### src/rtl/alu_arbiter_pkg.sv
// alu_arbiter_pkg: shared constants for the two-requester ALU arbiter.
//   - ALU control codes (ADD/SUB/MUL/AND/OR); codes 101-111 are unassigned
//     and pass through the arbiter unchanged.
//   - FSM state encodings IDLE/EXEC/RESP.
//   - is_mul(): selects the long EXEC hold for the multiplier path.
package alu_arbiter_pkg;

  localparam logic [2:0] OP_ADD = 3'b000;
  localparam logic [2:0] OP_SUB = 3'b001;
  localparam logic [2:0] OP_MUL = 3'b010;
  localparam logic [2:0] OP_AND = 3'b011;
  localparam logic [2:0] OP_OR  = 3'b100;

  localparam logic [1:0] ST_IDLE = 2'b00;
  localparam logic [1:0] ST_EXEC = 2'b01;
  localparam logic [1:0] ST_RESP = 2'b10;

  function automatic logic is_mul(input logic [2:0] op);
    return op == OP_MUL;
  endfunction

endpackage

### src/rtl/alu_arbiter_rr_grant2.sv
// rr_grant2: two-way grant selection for the ALU arbiter.
//   valid_i[1:0]  request valid per requester
//   last_grant_i  id of the requester granted most recently
//   grant_o[1:0]  one-hot (or zero) grant
// Default: round robin, the requester that did not win last time wins a tie.
// With ALU_ARB_FIXED_PRIO_EN defined, requester 0 always wins a tie and
// last_grant_i is ignored.
module rr_grant2 (
  input  logic [1:0] valid_i,
  input  logic       last_grant_i,
  output logic [1:0] grant_o
);

`ifdef ALU_ARB_FIXED_PRIO_EN
  logic unused_last_grant;
  assign unused_last_grant = last_grant_i;

  always_comb begin
    grant_o    = '0;
    grant_o[0] = valid_i[0];
    grant_o[1] = valid_i[1] && !valid_i[0];
  end
`else
  always_comb begin
    grant_o    = '0;
    grant_o[0] = valid_i[0] && (!valid_i[1] || last_grant_i);
    grant_o[1] = valid_i[1] && (!valid_i[0] || !last_grant_i);
  end
`endif

endmodule

### src/rtl/alu_arbiter.sv
// alu_arbiter: shares one external combinational ALU between two requesters.
//   clk_i, rst_i            clock, synchronous active-high reset
//   reqN_valid_i/ready_o    request handshake (ready only in IDLE, one at a time)
//   reqN_op_i/a_i/b_i       ALU control code and operands
//   rspN_valid_o            one-cycle result strobe
//   rspN_data_o/zero_o      result and zero flag, held until next capture
//   alu_data0_o/data1_o     operands to the ALU (zero while idle)
//   alu_ctrl_o              control code to the ALU (zero while idle)
//   alu_data_i/alu_zero_i   result and zero flag from the ALU
// Accepted ops are latched, driven to the ALU for 1 cycle (MUL_CYCLES for
// MUL), captured, and strobed back to the issuing requester the next cycle.
// Config macro: ALU_ARB_FIXED_PRIO_EN (requester 0 always wins a tie).
module alu_arbiter
  import alu_arbiter_pkg::*;
#(
  parameter int unsigned WIDTH      = 32,
  parameter int unsigned MUL_CYCLES = 3
) (
  input  logic             clk_i,
  input  logic             rst_i,
  input  logic             req0_valid_i,
  output logic             req0_ready_o,
  input  logic [2:0]       req0_op_i,
  input  logic [WIDTH-1:0] req0_a_i,
  input  logic [WIDTH-1:0] req0_b_i,
  output logic             rsp0_valid_o,
  output logic [WIDTH-1:0] rsp0_data_o,
  output logic             rsp0_zero_o,
  input  logic             req1_valid_i,
  output logic             req1_ready_o,
  input  logic [2:0]       req1_op_i,
  input  logic [WIDTH-1:0] req1_a_i,
  input  logic [WIDTH-1:0] req1_b_i,
  output logic             rsp1_valid_o,
  output logic [WIDTH-1:0] rsp1_data_o,
  output logic             rsp1_zero_o,
  output logic [WIDTH-1:0] alu_data0_o,
  output logic [WIDTH-1:0] alu_data1_o,
  output logic [2:0]       alu_ctrl_o,
  input  logic [WIDTH-1:0] alu_data_i,
  input  logic             alu_zero_i
);

  localparam int unsigned CW = $clog2(MUL_CYCLES + 1);

  logic [1:0]       state_q, state_d;
  logic             last_grant_q, last_grant_d;
  logic [2:0]       op_q, op_d;
  logic [WIDTH-1:0] a_q, a_d;
  logic [WIDTH-1:0] b_q, b_d;
  logic             id_q, id_d;
  logic [CW-1:0]    cnt_q, cnt_d;
  logic             rsp0_valid_q, rsp0_valid_d;
  logic             rsp1_valid_q, rsp1_valid_d;
  logic [WIDTH-1:0] rsp0_data_q, rsp0_data_d;
  logic [WIDTH-1:0] rsp1_data_q, rsp1_data_d;
  logic             rsp0_zero_q, rsp0_zero_d;
  logic             rsp1_zero_q, rsp1_zero_d;

  logic [1:0]       grant;

  rr_grant2 u_grant (
    .valid_i      ({req1_valid_i, req0_valid_i}),
    .last_grant_i (last_grant_q),
    .grant_o      (grant)
  );

  assign req0_ready_o = (state_q == ST_IDLE) && !rst_i && grant[0];
  assign req1_ready_o = (state_q == ST_IDLE) && !rst_i && grant[1];

  assign rsp0_valid_o = rsp0_valid_q;
  assign rsp1_valid_o = rsp1_valid_q;
  assign rsp0_data_o  = rsp0_data_q;
  assign rsp1_data_o  = rsp1_data_q;
  assign rsp0_zero_o  = rsp0_zero_q;
  assign rsp1_zero_o  = rsp1_zero_q;

  always_comb begin
    alu_data0_o = '0;
    alu_data1_o = '0;
    alu_ctrl_o  = '0;
    if (state_q == ST_EXEC) begin
      alu_data0_o = a_q;
      alu_data1_o = b_q;
      alu_ctrl_o  = op_q;
    end
  end

  // The response strobe is a registered pulse set on the capture cycle, so
  // it is high exactly for the single RESP cycle.
  always_comb begin
    state_d      = state_q;
    last_grant_d = last_grant_q;
    op_d         = op_q;
    a_d          = a_q;
    b_d          = b_q;
    id_d         = id_q;
    cnt_d        = cnt_q;
    rsp0_valid_d = 1'b0;
    rsp1_valid_d = 1'b0;
    rsp0_data_d  = rsp0_data_q;
    rsp1_data_d  = rsp1_data_q;
    rsp0_zero_d  = rsp0_zero_q;
    rsp1_zero_d  = rsp1_zero_q;

    case (state_q)
      ST_IDLE: begin
        if (req0_ready_o || req1_ready_o) begin
          id_d         = req1_ready_o;
          op_d         = req1_ready_o ? req1_op_i : req0_op_i;
          a_d          = req1_ready_o ? req1_a_i  : req0_a_i;
          b_d          = req1_ready_o ? req1_b_i  : req0_b_i;
          cnt_d        = is_mul(op_d) ? CW'(MUL_CYCLES) : CW'(1);
          last_grant_d = req1_ready_o;
          state_d      = ST_EXEC;
        end
      end
      ST_EXEC: begin
        cnt_d = cnt_q - CW'(1);
        if (cnt_q == CW'(1)) begin
          if (id_q) begin
            rsp1_valid_d = 1'b1;
            rsp1_data_d  = alu_data_i;
            rsp1_zero_d  = alu_zero_i;
          end else begin
            rsp0_valid_d = 1'b1;
            rsp0_data_d  = alu_data_i;
            rsp0_zero_d  = alu_zero_i;
          end
          state_d = ST_RESP;
        end
      end
      ST_RESP: begin
        state_d = ST_IDLE;
      end
      default: begin
        state_d = ST_IDLE;
      end
    endcase
  end

  always_ff @(posedge clk_i) begin
    if (rst_i) begin
      state_q      <= ST_IDLE;
      last_grant_q <= 1'b1;
      op_q         <= '0;
      a_q          <= '0;
      b_q          <= '0;
      id_q         <= 1'b0;
      cnt_q        <= '0;
      rsp0_valid_q <= 1'b0;
      rsp1_valid_q <= 1'b0;
      rsp0_data_q  <= '0;
      rsp1_data_q  <= '0;
      rsp0_zero_q  <= 1'b0;
      rsp1_zero_q  <= 1'b0;
    end else begin
      state_q      <= state_d;
      last_grant_q <= last_grant_d;
      op_q         <= op_d;
      a_q          <= a_d;
      b_q          <= b_d;
      id_q         <= id_d;
      cnt_q        <= cnt_d;
      rsp0_valid_q <= rsp0_valid_d;
      rsp1_valid_q <= rsp1_valid_d;
      rsp0_data_q  <= rsp0_data_d;
      rsp1_data_q  <= rsp1_data_d;
      rsp0_zero_q  <= rsp0_zero_d;
      rsp1_zero_q  <= rsp1_zero_d;
    end
  end

endmodule
### config.mk
export PLATFORM = sky130hd
export DESIGN_NAME = alu_arbiter
export DESIGN_NICKNAME = d
export VERILOG_FILES = /design/src/rtl/alu_arbiter_pkg.sv /design/src/rtl/alu_arbiter_rr_grant2.sv /design/src/rtl/alu_arbiter.sv
export SDC_FILE = /design/constraint.sdc
export NUM_CORES = 1
export LEC_CHECK = 0
export ABC_AREA = 1
export CELL_PAD_IN_SITES_DETAIL_PLACEMENT = 0
export CELL_PAD_IN_SITES_GLOBAL_PLACEMENT = 1
export CORE_ASPECT_RATIO = 0.9
export CORE_MARGIN = 5
export CORE_UTILIZATION = 29
export DETAILED_ROUTE_END_ITERATION = 10
export PLACE_DENSITY = 0.83
export SLEW_MARGIN = 20
export SYNTH_ARGS = -nofsm -noshare
export SYNTH_HDL_FRONTEND = slang
export SYNTH_HIERARCHICAL = 1
export SYNTH_SLANG_ARGS = --single-unit
### constraint.sdc
create_clock -name clk_i -period 2.73 [get_ports clk_i]
set_input_delay 0.4095 -clock clk_i [delete_from_list [all_inputs] [get_ports clk_i]]
set_output_delay 0.4095 -clock clk_i [all_outputs]
set_load 0.01 [all_outputs]
==> PnR_summary.wiki, run 1 <==
{| class="wikitable"
! Metric !! Value
|-
| Total number of vias || 6510
|-
| Final #Nets || 1363
|-
| Footprint of the multi-input gates || about 0.0026 mm^2
|-
| Number of buffers inserted for hold repair after clock tree synthesis || 0
|-
| Primary FF master, synth || sky130_fd_sc_hd__dfxtp_1
|-
| Detailed Routing Iterations Pass 1 || 4
|-
| HPWL after detailed placement || 15.3 mm
|-
| Total wire length after detailed routing || 21.9 mm
|-
| Highest Clock Rate || 0.392 GHz
|-
| Net count of the mapped netlist || 1088
|-
| Antenna violations before repair || 1
|-
| Biggest fanout along the worst timing path || 22
|-
| Post-route minimum period || 2550 ps
|-
| Share of flip-flops with an asynchronous set or reset after synthesis || 0%
|-
| Flip-flop and latch count after synthesis || 141
|-
| Number of DRC violations after detailed routing || 0
|-
| Clock Sink Count || 141
|-
| WL per Instance || 14.7 um
|-
| Total met3 wirelength after detailed routing || 1.46 mm
|-
| Leakage power total || between 0.003 and 0.004 uW
|-
| Start point of the worst min-delay path || rst_i
|-
| Pwr dens || 563 mW/mm^2
|-
| Synthesized cell area || ~0.0062 mm^2
|-
| Top layer used by detailed routing || met5
|-
| Number of design-rule violations left by the first detailed-router iteration || 340
|-
| Post-CTS Setup Repair Bufs || 0
|-
| Aggregate negative setup slack || 0 ps
|-
| Critical path type || flop to output port
|-
| Syn_area_per_cell || about 6.7 um^2
|-
| Number of hold-slack violations in the final timing report || 0
|-
| IR drop worst, VDD || between 300 and 400 uV
|-
| Outcome || completed
|-
| Horizontal die dimension || 164 um
|-
| I/O Pins || 308
|-
| Count of pins over their slew limit || 0
|-
| Launching element of the worst setup path || state_q[0]
|-
| CTS tree || yes
|-
| Met1 WL || 9.86 mm
|-
| EDFF count, synth || 0
|-
| Count of distinct cell types in the synthesized netlist || 24
|-
| Starting density of the core || between 20% and 30%
|-
| Clock slew at the register clock pins of the worst setup and hold paths || 60 ps
|-
| Height of the die || around 150 um
|-
| Slew headroom || 44.3%
|-
| Proportion of layout cells with a drive suffix above 1 || ~5%
|-
| Area share of the leading cell type in the synthesized netlist || 45.9%
|-
| Worst-case clock buffer depth || 2
|-
| Number of H-tree levels || 4
|-
| Ranking of synthesized cells by area || sky130_fd_sc_hd__dfxtp_1 (46%), sky130_fd_sc_hd__nor2_1 (17%), sky130_fd_sc_hd__a21oi_1 (8.1%), sky130_fd_sc_hd__o21ai_0 (8.0%), sky130_fd_sc_hd__inv_1 (6.7%)
|-
| Kind of start point of the critical path || flop
|-
| Top post-synthesis cells by count || sky130_fd_sc_hd__nor2_1 (271), sky130_fd_sc_hd__dfxtp_1 (141), sky130_fd_sc_hd__inv_1 (109)
|-
| Critical path required time || 2320 ps
|-
| Synthesis warning total || 6
|-
| Antenna-violating nets left || 0
|-
| Kind of end point of the critical path || output port
|-
| Share of the yosys chip area belonging to registers || 45.9%
|-
| Most frequent cell after synthesis || sky130_fd_sc_hd__nor2_1
|-
| Total routing usage reported by global routing || 17.5%
|-
| Maximum number of pins on one net before global-route repair || 70
|-
| Area growth from synthesis to final layout || 63.2%
|-
| Via density || 4.37
|-
| Buffer cell driving the clock tree root || sky130_fd_sc_hd__clkbuf_16
|-
| Number of cell rows || 50
|-
| Placeable core region || around 0.021 mm^2
|-
| Top cell type by total area after synthesis || sky130_fd_sc_hd__dfxtp_1
|-
| DR WL met2 || 10.2 mm
|-
| Weighted congestion at the end of routability-driven global placement || 0.799
|-
| Layout Skew || between 15 and 20 ps
|-
| Max Cap Violations || 0
|-
| Count of buffers from port buffering || 307
|-
| Placed inst area || approximately 0.0094 mm^2
|-
| Signal arrival time at the worst endpoint || 2140 ps
|-
| Number of CTS-inserted buffers || 17
|-
| R2r startpoint || last_grant_q
|-
| Share of the cycle needed by the critical path after routing || 93.5%
|-
| Final instance area || 0.0100 mm^2
|-
| Worst min-delay path category || input port to flop
|-
| Sequential standard cell area || 0.00282 mm^2
|-
| Actual transition at the worst max-transition pin || between 800 and 900 ps
|-
| Overall die area || 0.0242 mm^2
|-
| Worst-skew pair later-pin latency || about 430 ps
|-
| Number of filler cells placed in the layout || 2142
|-
| Vias in the first global route || 6202
|-
| RSZ-0062 raised after global routing || no
|-
| Global-route wire length before repair || between 30 and 40 mm
|-
| Total grt overflow || 0
|-
| Number of endpoints failing setup at the final stage || 0
|-
| Number of gates given a new drive strength after cts || 1
|-
| Antenna diode count || 0
|-
| Post-synthesis cell count || 916
|}
-- cell usage in the layout (no fill, tap or decap), types with 2 or more instances in the layout --
cell type,synthesis,routed
sky130_fd_sc_hd__clkdlybuf4s50_1,0,306
sky130_fd_sc_hd__nor2_1,271,271
sky130_fd_sc_hd__dfxtp_1,141,141
sky130_fd_sc_hd__inv_1,109,109
sky130_fd_sc_hd__a21oi_1,100,100
sky130_fd_sc_hd__o21ai_0,98,98
sky130_fd_sc_hd__nand2_1,73,73
sky130_fd_sc_hd__o21ai_1,36,36
sky130_fd_sc_hd__clkbuf_16,0,17
sky130_fd_sc_hd__buf_4,0,11
sky130_fd_sc_hd__inv_6,0,5
sky130_fd_sc_hd__nand3_1,5,4
sky130_fd_sc_hd__nor2_4,2,3
sky130_fd_sc_hd__inv_2,5,3
sky130_fd_sc_hd__nand4_1,3,3
sky130_fd_sc_hd__clkinvlp_4,0,3
sky130_fd_sc_hd__inv_4,0,2
sky130_fd_sc_hd__nand3_2,1,2
sky130_fd_sc_hd__bufinv_16,0,2
sky130_fd_sc_hd__inv_8,0,2
sky130_fd_sc_hd__buf_12,0,2
-- layout make-up --
type	count	share of cell area [%]
clock buffer	18	4.37
clock inverter	14	1.73
inverter	114	4.31
multi-input combinational	597	26.1
sequential	141	28.1
tap	286	3.56
timing repair buffer	320	31.8
-- per-layer routing --
metal  global-route usage [%]  vias up
met5                        0        -
met4                     5.45        2
met3                     4.88       28
met2                     28.9      172
met1                     22.2     2905
li1                         -     3403
-- sequential cells by signal, indices dropped and copies added (netlist names) --
signal and count:
a_q 32, b_q 32, cnt_q 2, id_q 1, last_grant_q 1, op_q 3, rsp0_data_o 32, rsp0_valid_o 1
rsp0_zero_o 1, rsp1_data_o 32, rsp1_valid_o 1, rsp1_zero_o 1, state_q 2
-- per-stage QoR --
| stage | setup slack (ps) | power, uW | std cells | hold WS (ps) | util, % |
|---|---|---|---|---|---|
| global placement | 261 | 3260 | 1458 | 431 | 45.2 |
| finish | 178 | 5650 | 1490 | 345 | 48.2 |
| global route | 28.4 | 5930 | 1490 | 357 | 48.2 |
| floorplan | 1100 | 2760 | 916 | 429 | - |
| CTS | 38.6 | 5740 | 1490 | 329 | 48.2 |
| detailed placement | 209 | 3270 | 1458 | 436 | 45.2 |
-- critical path: stages, from the launching register on --
cell	delay, ps
sky130_fd_sc_hd__dfxtp_1	380
sky130_fd_sc_hd__inv_1	90
sky130_fd_sc_hd__nor2_4	160
sky130_fd_sc_hd__inv_4	150
sky130_fd_sc_hd__buf_4	250
sky130_fd_sc_hd__nor2_1	130
sky130_fd_sc_hd__clkdlybuf4s50_1	560
-- cells by family after synthesis --
logic type	Yosys count	synth area share [%]
buffers and inverters	178	11.6
AO/OA/AOI/OAI	238	19.6
AND/OR/NAND/NOR	358	22.7
adder cells (fa/ha/maj)	1	0.203
flip-flops	141	45.9
-- path summary, 6_finish.rpt --
kind                     end  slack (ps)  cells past startpoint
max           alu_data1_o[8]         180                      6
min reg2reg  rsp1_data_o[25]         440                      2
min             last_grant_q         350                      3
max reg2reg          a_q[30]         790                      8
-- power by group --
part	switching [uW]	internal, uW
Combinational	474	491
Sequential	64.5	2190
Clock	1030	1410
Total	1570	4080
No activity file was read; power rests on OpenSTA's default activity.
==> inputs of run 2 (changes only) <==
- CORE_UTILIZATION: 29 -> 27
- PLACE_DENSITY: 0.83 -> 0.78
- clock period: 2.73 -> 2.5 ns (I/O delays scaled with it)
==> PnR_summary.wiki, run 2 (synthesis gave the netlist of run 1 again) <==
{| class="wikitable"
! Metric !! Value
|-
| Starting density of the core || 27.4% (was 29.5%)
|-
| Critical-path top delay cell || sky130_fd_sc_hd__clkdlybuf4s50_1 (unchanged)
|-
| Worst-skew pair later-pin latency || 420 ps (was 430 ps)
|-
| HPWL after detailed placement || 15.1 mm (was 15.3 mm)
|-
| Count of buffers from port buffering || 307 (unchanged)
|-
| RSZ-0062 raised after global routing || no (unchanged)
|-
| Leakage power total || 0.00387 uW (was 0.00383 uW)
|-
| Horizontal die dimension || 169 um (was 164 um)
|-
| Placeable core region || 0.0224 mm^2 (was 0.0208 mm^2)
|-
| Antenna-violating nets left || 0 (unchanged)
|-
| Number of H-tree levels || 4 (unchanged)
|-
| Signal arrival time at the worst endpoint || 1980 ps (was 2140 ps)
|-
| Worst-case clock buffer depth || 2 (unchanged)
|-
| Weighted congestion at the end of routability-driven global placement || 0.786 (was 0.799)
|-
| Number of endpoints failing setup at the final stage || 0 (unchanged)
|-
| Clock slew at the register clock pins of the worst setup and hold paths || 60 ps (about the same)
|-
| Clock Sink Count || 141 (unchanged)
|-
| Buffer cell driving the clock tree root || sky130_fd_sc_hd__clkbuf_16 (unchanged)
|-
| Share of the cycle needed by the critical path after routing || 94.4%
|-
| Total wire length after detailed routing || 21.9 mm (about the same)
|-
| Outcome || completed (unchanged)
|-
| Height of the die || 153 um (was 148 um)
|-
| Critical path's largest stage delay || 550 ps (was 560 ps)
|-
| Maximum number of pins on one net before global-route repair || 70 (unchanged)
|-
| Kind of start point of the critical path || flop (unchanged)
|-
| Total grt overflow || 0 (unchanged)
|-
| Total number of vias || 6461 (was 6510)
|-
| Count of pins over their slew limit || 0 (unchanged)
|-
| Number of buffers inserted for hold repair after clock tree synthesis || 0 (unchanged)
|-
| IR drop worst, VDD || 383 uV (was 357 uV)
|-
| Proportion of layout cells with a drive suffix above 1 || 5.06% (was 4.98%)
|-
| Vias in the first global route || 6078 (was 6202)
|-
| Placed inst area || 0.00944 mm^2 (was 0.00942 mm^2)
|-
| Area growth from synthesis to final layout || 63.1% (was 63.2%)
|-
| Number of cell rows || 52 (was 50)
|-
| Post-route minimum period || 2360 ps
|-
| Final instance area || 0.0100 mm^2 (about the same)
|-
| Highest-count cells in the layout ignoring fill and taps || sky130_fd_sc_hd__clkdlybuf4s50_1 (303), sky130_fd_sc_hd__nor2_1 (271), sky130_fd_sc_hd__dfxtp_1 (141) (was sky130_fd_sc_hd__clkdlybuf4s50_1 (306), sky130_fd_sc_hd__nor2_1 (271), sky130_fd_sc_hd__dfxtp_1 (141))
|-
| Layout Skew || 13.0 ps (was 16.7 ps)
|-
| Via density || 4.30 (was 4.37)
|-
| Slew headroom || 43.8% (was 44.3%)
|-
| Critical path type || flop to output port (unchanged)
|-
| Detailed Routing Iterations Pass 1 || 4 (unchanged)
|-
| Final hold slack || 369 ps (was 345 ps)
|-
| Aggregate negative setup slack || 0 ps (unchanged)
|-
| Largest delay share family, worst path || buffers and inverters (unchanged)
|-
| CTS tree || yes (unchanged)
|-
| Most common cell after layout, fill and taps aside || sky130_fd_sc_hd__clkdlybuf4s50_1 (unchanged)
|-
| Total routing usage reported by global routing || 16.3% (was 17.5%)
|-
| Crit path cell chain || inv_1, nor2_4, inv_2, buf_4, nor2_1, clkdlybuf4s50_1 (was inv_1, nor2_4, inv_4, buf_4, nor2_1, clkdlybuf4s50_1)
|-
| Antenna violations before repair || 1 (unchanged)
|-
| Number of design-rule violations left by the first detailed-router iteration || 304 (was 340)
|-
| Highest Clock Rate || 0.424 GHz
|-
| Actual transition at the worst max-transition pin || 843 ps (was 835 ps)
|-
| Global-route wire length before repair || 34.1 mm (was 34.0 mm)
|-
| Number of hold-slack violations in the final timing report || 0 (unchanged)
|-
| Buffering stage count on the worst path with inverters included || 4 (unchanged)
|-
| Post-CTS Setup Repair Bufs || 0 (unchanged)
|-
| Final core utilization || 44.7% (was 48.2%)
|-
| Number of filler cells placed in the layout || 2350 (was 2142)
|-
| Pwr dens || 601 mW/mm^2 (was 563 mW/mm^2)
|-
| Biggest fanout along the worst timing path || 25 (was 22)
|-
| Critical path required time || 2120 ps (was 2320 ps)
|-
| Max Cap Violations || 0 (unchanged)
|-
| WL per Instance || 14.6 um (was 14.7 um)
|-
| Final #Nets || 1364 (was 1363)
|-
| Number of CTS-inserted buffers || 17 (unchanged)
|-
| Number of DRC violations after detailed routing || 0 (unchanged)
|-
| Kind of end point of the critical path || output port (unchanged)
|-
| I/O Pins || 308 (unchanged)
|-
| Dpl cells || 1470 (was 1458)
|-
| Fin cells || 1503 (was 1490)
|-
| Worst min-delay path category || input port to flop (unchanged)
|-
| Overall die area || 0.0259 mm^2 (was 0.0242 mm^2)
|}
-- run 2: worst paths after layout --
check                  startpoint         endpoint  slack, ps  depth (start not counted)
setup / recovery       state_q[0]  alu_data1_o[12]        140                          6
hold / removal              rst_i   rsp0_data_o[4]        370                          4
setup reg to reg       state_q[1]          a_q[14]        700                          8
hold reg to reg   rsp1_data_o[29]  rsp1_data_o[29]        440                          2
-- run 2: cell type report --
type | instances | area [um^2] | share of cell area [%]
clock inverter | 15 | 150 | 1.50
antenna | 1 | 2.50 | 0.0249
inverter | 114 | 430 | 4.29
sequential | 141 | 2820 | 28.1
clock buffer | 17 | 425 | 4.24
timing repair buffer | 321 | 3210 | 31.9
multi-input combinational | 597 | 2630 | 26.2
tap | 297 | 372 | 3.70
-- run 2: report_power, final --
| part | total (uW) | internal [uW] | switching [uW] | leakage (uW) |
|---|---|---|---|---|
| clock | 2530 | 1410 | 1120 | 0.000282 |
| sequential | 2450 | 2390 | 67.5 | 0.00115 |
| combinational | 1050 | 533 | 515 | 0.00244 |
| total | 6030 | 4330 | 1700 | 0.00387 |
-- run 2: worst reg2reg max path: cells and delay by family (launching register included) --
kind,cells,cell delay [ps]
compound gates,2,180
buf+inv,2,610
flops,1,410
simple gates,4,460
-- run 2: per-layer routing --
metal  wire [um]  GRT usage [%]
met1        9510           20.2
met2       10500           27.1
met3        1500           5.32
met4         450           4.56
met5           0              0
-- run 2: stage by stage --
step	total power (uW)	worst slack, ps
after global placement	3560	207
final	6030	140
after CTS	6110	27.1
after global routing	6350	0.989
after floorplan	3010	909
after detailed placement	3560	155
-- run 2: what timing repair did --
item / 4_1_cts / 5_1_grt
pin swaps: 0 / 0
setup endpoints to repair: 1 / 56
gates resized for setup: 1 / 4
